$ cat config.mk
export PLATFORM = sky130hd
export DESIGN_NAME = keypad_scanner
export DESIGN_NICKNAME = d
export VERILOG_FILES = /design/src/rtl/keypad_pkg.sv /design/src/rtl/keypad_col_driver.sv /design/src/rtl/keypad_scanner.sv
export SDC_FILE = /design/constraint.sdc
export NUM_CORES = 1
export LEC_CHECK = 0
export ABC_AREA = 1
export BUFFER_PORTS_ARGS = -buffer_cell sky130_fd_sc_hd__buf_4
export CAP_MARGIN = 20
export CORE_UTILIZATION = 39
export DETAILED_ROUTE_END_ITERATION = 6
export PLACE_DENSITY = 0.51
export SYNTH_ARGS = -nofsm -noshare
export SYNTH_HDL_FRONTEND = slang
export SYNTH_SLANG_ARGS = --single-unit
$ cat constraint.sdc
create_clock -name clk -period 4.25 [get_ports clk]
set_input_delay 0.425 -clock clk [delete_from_list [all_inputs] [get_ports clk]]
set_output_delay 0.425 -clock clk [all_outputs]
set_load 0.01 [all_outputs]
$ cat src/rtl/keypad_pkg.sv
// Shared types and hex legend for the debounced keypad scanner.
package keypad_pkg;

   typedef enum logic [1:0] {
      NONE,
      SINGLE,
      MULTI
   } frame_class_t;

   typedef enum logic [1:0] {
      IDLE,
      CAND,
      PRESSED
   } state_t;

   // Entry i (LSB first) is the printed legend of key index i on a 4x4 pad.
   localparam logic [63:0] HEX_LEGEND = {
      4'hD, 4'hE, 4'hF, 4'h0,
      4'hC, 4'h9, 4'h8, 4'h7,
      4'hB, 4'h6, 4'h5, 4'h4,
      4'hA, 4'h3, 4'h2, 4'h1
   };

   function automatic logic [3:0] hex_of(input logic [3:0] idx);
      return HEX_LEGEND[{idx, 2'b00} +: 4];
   endfunction

endpackage

$ cat src/rtl/keypad_col_driver.sv
// Column scan timer: one-cold column drive, row sample strobe, frame end strobe.
module keypad_col_driver #(
   parameter int NUM_COLS      = 4,
   parameter int COL_CYCLES    = 10,
   parameter int SETTLE_CYCLES = 3,
   parameter int IW            = (NUM_COLS > 1) ? $clog2(NUM_COLS) : 1
) (
   input  logic                clk,
   input  logic                rst_n,
   output logic [NUM_COLS-1:0] col,
   output logic [IW-1:0]       col_idx,
   output logic                sample,
   output logic                frame_end
);

   localparam int TW = (COL_CYCLES > 1) ? $clog2(COL_CYCLES) : 1;

   logic [TW-1:0] timer;

   always_ff @(posedge clk or negedge rst_n) begin
      if (!rst_n) begin
         timer   <= '0;
         col_idx <= '0;
         col     <= '1;
      end else begin
         if (timer == TW'(COL_CYCLES - 1)) begin
            timer   <= '0;
            col_idx <= (col_idx == IW'(NUM_COLS - 1)) ? '0 : col_idx + 1'b1;
         end else begin
            timer <= timer + 1'b1;
         end
         if (timer == '0)
            col <= ~(NUM_COLS'(1) << col_idx);
      end
   end

   assign sample    = (timer == TW'(SETTLE_CYCLES));
   assign frame_end = sample && (col_idx == IW'(NUM_COLS - 1));

endmodule

$ cat src/rtl/keypad_scanner.sv
// Debounced matrix keypad scanner with multi-key rejection.
// Optional auto-repeat of key_valid when KEYPAD_REPEAT_EN is defined.
module keypad_scanner
   import keypad_pkg::*;
#(
   parameter int NUM_ROWS        = 4,
   parameter int NUM_COLS        = 4,
   parameter int CLK_HZ          = 100000000,
   parameter int SCAN_HZ         = 1000,
   parameter int SETTLE_CYCLES   = 8,
   parameter int DEBOUNCE_FRAMES = 4,
   parameter int REPEAT_DELAY    = 500,
   parameter int REPEAT_PERIOD   = 100,
   parameter int KW = (NUM_ROWS * NUM_COLS > 1) ? $clog2(NUM_ROWS * NUM_COLS) : 1
) (
   input  logic                clk,
   input  logic                rst_n,
   input  logic [NUM_ROWS-1:0] row,
   output logic [NUM_COLS-1:0] col,
   output logic [KW-1:0]       key_code,
   output logic [3:0]          key_hex,
   output logic                key_valid,
   output logic                key_held,
   output logic                multi_key
);

   localparam int  COL_CYCLES = CLK_HZ / SCAN_HZ;
   localparam int  NK         = NUM_ROWS * NUM_COLS;
   localparam int  IW         = (NUM_COLS > 1) ? $clog2(NUM_COLS) : 1;
   localparam int  DW         = $clog2(DEBOUNCE_FRAMES + 1);
   localparam bit  IS_4X4     = (NUM_ROWS == 4) && (NUM_COLS == 4);

   if (COL_CYCLES <= SETTLE_CYCLES + 1) begin : g_bad_timing
      $error("column period too short for settle delay");
   end
   if (DEBOUNCE_FRAMES < 1 || REPEAT_DELAY < 1 || REPEAT_PERIOD < 1) begin : g_bad_counts
      $error("frame counts must be at least 1");
   end

   logic [IW-1:0]       col_idx;
   logic                sample;
   logic                frame_end;
   logic [NUM_ROWS-1:0] row_s1;
   logic [NUM_ROWS-1:0] row_s2;
   logic [NK-1:0]       frame;
   logic                frame_done;

   keypad_col_driver #(
      .NUM_COLS      (NUM_COLS),
      .COL_CYCLES    (COL_CYCLES),
      .SETTLE_CYCLES (SETTLE_CYCLES),
      .IW            (IW)
   ) u_col (
      .clk       (clk),
      .rst_n     (rst_n),
      .col       (col),
      .col_idx   (col_idx),
      .sample    (sample),
      .frame_end (frame_end)
   );

   // Frame bit [r*NUM_COLS+c] is 1 when the key is down.
   always_ff @(posedge clk or negedge rst_n) begin
      if (!rst_n) begin
         row_s1     <= '1;
         row_s2     <= '1;
         frame      <= '0;
         frame_done <= 1'b0;
      end else begin
         row_s1     <= row;
         row_s2     <= row_s1;
         frame_done <= frame_end;
         if (sample) begin
            for (int r = 0; r < NUM_ROWS; r++)
               frame[r * NUM_COLS + int'(col_idx)] <= ~row_s2[r];
         end
      end
   end

   frame_class_t cls;
   logic [KW-1:0] hit;

   always_comb begin
      cls = NONE;
      hit = '0;
      for (int i = 0; i < NK; i++) begin
         if (frame[i]) begin
            if (cls == NONE) begin
               cls = SINGLE;
               hit = KW'(i);
            end else begin
               cls = MULTI;
            end
         end
      end
   end

   state_t        state;
   logic [KW-1:0] cand;
   logic [DW-1:0] cnt;
   logic [DW-1:0] rel_cnt;
   logic          acc;
   logic          rep_fire;
   logic [3:0]    hit_hex;

   assign hit_hex = IS_4X4 ? hex_of(4'(hit)) : 4'h0;

   always_comb begin
      acc = 1'b0;
      if (frame_done && cls == SINGLE) begin
         if (state == IDLE)
            acc = (DEBOUNCE_FRAMES <= 1);
         else if (state == CAND)
            acc = (hit == cand) && (cnt >= DW'(DEBOUNCE_FRAMES - 1));
      end
   end

`ifdef KEYPAD_REPEAT_EN
   localparam int RMAX = (REPEAT_DELAY > REPEAT_PERIOD) ? REPEAT_DELAY : REPEAT_PERIOD;
   localparam int RW   = $clog2(RMAX + 1);

   logic [RW-1:0] rep_cnt;
   logic [RW-1:0] rep_lim;
   logic          rep_first;
   logic          rep_hold;

   assign rep_lim  = rep_first ? RW'(REPEAT_DELAY) : RW'(REPEAT_PERIOD);
   assign rep_hold = frame_done && (state == PRESSED) &&
                     (cls == SINGLE) && (hit == key_code);
   assign rep_fire = rep_hold && (rep_cnt >= rep_lim - 1'b1);

   // rep_cnt counts held frames since the accept or the last repeat.
   always_ff @(posedge clk or negedge rst_n) begin
      if (!rst_n) begin
         rep_cnt   <= '0;
         rep_first <= 1'b1;
      end else if (acc) begin
         rep_cnt   <= '0;
         rep_first <= 1'b1;
      end else if (frame_done && state == PRESSED) begin
         if (rep_fire) begin
            rep_cnt   <= '0;
            rep_first <= 1'b0;
         end else if (rep_hold) begin
            rep_cnt <= rep_cnt + 1'b1;
         end else begin
            rep_cnt   <= '0;
            rep_first <= 1'b1;
         end
      end
   end
`else
   assign rep_fire = 1'b0;
`endif

   always_ff @(posedge clk or negedge rst_n) begin
      if (!rst_n) begin
         state     <= IDLE;
         cand      <= '0;
         cnt       <= '0;
         rel_cnt   <= '0;
         key_code  <= '0;
         key_hex   <= 4'h0;
         key_valid <= 1'b0;
         key_held  <= 1'b0;
         multi_key <= 1'b0;
      end else begin
         key_valid <= acc || rep_fire;
         if (frame_done)
            multi_key <= (cls == MULTI);
         if (acc) begin
            state    <= PRESSED;
            key_code <= hit;
            key_hex  <= hit_hex;
            key_held <= 1'b1;
            rel_cnt  <= '0;
         end else if (frame_done) begin
            unique case (state)
               IDLE: begin
                  if (cls == SINGLE) begin
                     state <= CAND;
                     cand  <= hit;
                     cnt   <= DW'(1);
                  end
               end
               CAND: begin
                  if (cls != SINGLE) begin
                     state <= IDLE;
                  end else if (hit == cand) begin
                     cnt <= cnt + 1'b1;
                  end else begin
                     cand <= hit;
                     cnt  <= DW'(1);
                  end
               end
               PRESSED: begin
                  if (cls != NONE) begin
                     rel_cnt <= '0;
                  end else if (rel_cnt >= DW'(DEBOUNCE_FRAMES - 1)) begin
                     state    <= IDLE;
                     key_held <= 1'b0;
                     rel_cnt  <= '0;
                  end else begin
                     rel_cnt <= rel_cnt + 1'b1;
                  end
               end
               default: state <= IDLE;
            endcase
         end
      end
   end

endmodule
==> results.toml <==
[sta]
fmax_mhz = 253
final.setup_skew_ns = 0.0110
relSlewSlack = 0.385
period_needed_ns = 3.96
worst_slew_pin_slew_ns = 0.923
finalCritPeriodShare = 0.931
setup_viol = 0
tns_ns = 0
holdWs_ns = 0.169
hold_viol_final = 0
finalMaxSlewViolations = 0

[synthesis]
synth.area.top_cells = "dfrtp_1 33%, nand2_1 15%, dfstp_2 7.1%"
synth.top_cell.area_share = 0.332
synth_top_area_cell = "dfrtp_1"
yosysUniqueCellTypes = 46
syn-instance-count = 597
synth_warnings = 0
async_reset_ff_frac = 1.00
syn_area_per_cell_sq_um = 7.46
synth_edf_count = 0
synth_area_sq_mm = 0.00445
synth.net_count = 620
seq_area_frac_synth = 0.402
synth_seq_cells = 71
ys.flop_type = "dfrtp_1"

[clock_tree]
cts_root_buf = "clkbuf_16"
holdBufCountCts = 0
clk_path_buf_depth = 2
insertion_delay_ns = 0.34
numCtsBuffers = 9
clk_pin_slew_ns = 0.07
ctsHtreeMaxLevel = 3
cts_tree = "built"
clock-sinks = 71

[worst_setup_path]
crit_path_start_kind = "flop"
r2r.worst_path.cells = 31
critical_path_class = "flop to flop"
cp-end-kind = "flop"
r2r_slack_ns = 0.29
worst_r2r_endpoint = "key_hex[1]$_DFFE_PN0P_"
worst_path_max_delay_cell = "dfrtp_1"
cp.required_ns = 4.47
cp_max_fo = 4
crit_top_cell = "nand2_2"
worst_path_largest_cell_delay_ns = 0.39
reg2reg_from = "frame[1]$_DFFE_PN0P_"
cp.arrival_ns = 4.17

[global_route]
grt_max_degree = 72
grt_overflow = 0
grt_pass1_vias = 3662
grt_antenna_before_repair = 0
grt_usage = 0.190
grt_pass1_wl_um = 17400

[routing]
dr.pass1.iters = 5
via_per_inst = 5.02
ant_nets = 0
drc = 0
dr_total_vias = 3938
finalWirelength_um = 10600
wire_per_inst_um = 13.5
drt_iter0_markers = 238

[pwr]
p_comb_frac = 0.093
ir_drop_mv = 0.224
switching_share = 0.260
p_int_w = 0.00114
p_seq_frac = 0.447
p_sw_w = 0.000402
clockPowerShare = 0.460
leakage_nw = 2.65
p_per_area_mw_per_mm2 = 297

[layout]
fillers = 1110
multi_input_area_sq_mm = 0.00232
antenna_cells = 0
syn2layout_area_growth_pct = 16.9
seq_area_sq_mm = 0.00179
finalNetCount = 662
drive_gt1_frac = 0.196

[floorplan]
io_pins = 21
die_height_um = 109
die_w_um = 109
num_rows = 38
core_area_sq_mm = 0.0110
dieArea_sq_mm = 0.0118
start_util = 0.405

[min_path]
hp-class = "input port to asynchronous set/reset pin"

[placed_design]
place_hpwl_um = 7740
place_congestion = 0.889
io_buffers = 20

[job]
maxCapViolCount = 0

[outcome]
outcome = "finished, final reports clean"
area by class of cell:
cell class              count  area share
repair buffers             36      0.0519
clock inverters             6     0.00866
well taps                 140      0.0337
multi-input cells         427       0.446
inverters                  94      0.0697
clock buffers              10      0.0459
flip-flops and latches     71       0.344
layout by cell type, fill, tap and decap left out, types with 5 or more instances in the layout:
cell type / count
clkbuf_16: 9
nor2_1: 37
nand4_1: 20
nand3_1: 38
nor3_1: 10
nor4_1: 6
nand2_2: 21
nand3b_1: 5
inv_1: 79
ha_1: 17
nand2_1: 169
a21oi_1: 9
buf_4: 36
dfrtp_1: 59
o21ai_0: 42
dfstp_2: 12
o21ai_1: 6
inv_2: 10
critical path: cells and delay by family (launching register included):
| kind | cells | cell delay (ns) |
|---|---|---|
| buffers and inverters | 5 | 0.32 |
| AOI/OAI and AO/OA | 5 | 0.64 |
| DFF | 1 | 0.39 |
| adders and majority gates | 2 | 0.59 |
| and+or+nand+nor | 19 | 1.91 |
metrics by stage:
step	utilization	instance area (sq um)	cells	worst slack, ns	power (W)
2_1_floorplan	-	4450	597	0.672	0.000797
3_3_place_gp	0.433	4750	753	0.356	0.000837
3_5_place_dp	0.433	4750	753	0.227	0.000837
4_1_cts	0.459	5040	769	0.205	0.00156
5_1_grt	0.474	5200	784	-0.0966	0.00162
6_report	0.474	5200	784	0.295	0.00155
worst max-delay path by stage:
| stage | startpoint | end | cells after the start |
|---|---|---|---|
| after global routing | frame[1]$_DFFE_PN0P_ | key_hex[1]$_DFFE_PN0P_ | 33 |
| after CTS | frame[1]$_DFFE_PN0P_ | key_hex[1]$_DFFE_PN0P_ | 30 |
| after detailed placement | frame[1]$_DFFE_PN0P_ | key_hex[1]$_DFFE_PN0P_ | 30 |
| after global placement | frame[0]$_DFFE_PN0P_ | key_hex[1]$_DFFE_PN0P_ | 30 |
| final | frame[1]$_DFFE_PN0P_ | key_hex[1]$_DFFE_PN0P_ | 31 |
| after floorplan | frame[0]$_DFFE_PN0P_ | key_hex[1]$_DFFE_PN0P_ | 30 |
per-layer routing:
| metal | track usage | part of all wire | vias to the layer above | routed length, um |
|---|---|---|---|---|
| met5 | 0 | 0 | - | 0 |
| met3 | 0.0299 | 0.025 | 13 | 268 |
| met1 | 0.262 | 0.51 | 1832 | 5370 |
| met4 | 0.0792 | 0.015 | 0 | 163 |
| li1 | - | - | 2032 | - |
| met2 | 0.294 | 0.45 | 61 | 4760 |
state kept, by name, summed over array words and instances, names as in the netlist:
name           flops
cnt                3
state              2
cand               4
rel_cnt            3
key_valid          1
u_col.timer       17
u_col.col_idx      2
multi_key          1
row_s2             4
frame             16
key_held           1
key_hex            4
row_s1             4
u_col.col          4
key_code           4
frame_done         1
Yosys cell counts (2+ instances only):
cell	n
nand2_4	3
a211oi_1	3
inv_1	80
a21oi_2	3
xor2_1	4
dfrtp_1	59
or2_2	2
nand4_2	2
inv_2	10
nor2_2	3
nand3_2	2
nand3_1	40
o211ai_1	3
o21ai_0	43
o21ai_2	2
nand2_1	174
a31oi_1	2
nand4_4	2
nand4_1	20
clkinv_2	2
ha_1	17
o311ai_0	2
nor2_4	2
o21ai_1	5
nor2_1	37
nor3_1	10
nand2_2	17
dfstp_2	12
buf_2	2
nand3b_1	5
a21oi_1	9
nor4_1	6
power by group through the flow:
| stage | combinational, W | sequential (W) | clock (W) |
|---|---|---|---|
| finish | 0.000144 | 0.000691 | 0.000711 |
| global route | 0.000165 | 0.000692 | 0.000762 |
| CTS | 0.000134 | 0.000691 | 0.000734 |
| detailed placement | 0.000134 | 0.000703 | 0 |
| global placement | 0.000134 | 0.000703 | 0 |
| floorplan | 0.0000968 | 0.000700 | 0 |
what timing repair did:
| action | 4_1_cts | 5_1_grt |
|---|---|---|
| endpoints found under the setup margin | 0 | 15 |
| resized for setup | 0 | 14 |
| buffers inserted | 0 | 15 |
| hold endpoints to repair | 0 | 0 |
cells by family (layout without fill, tap and decap cells):
family	after synthesis	after routing	share of synthesized area
buffers and inverters	99	146	0.0883
adders and majority gates	17	17	0.0478
and+or+nand+nor	327	327	0.345
AOI/OAI and AO/OA	79	79	0.108
xor gates and xnor gates	4	4	0.00787
DFF	71	71	0.402
Note: power is estimated with default switching activity, not from simulation.
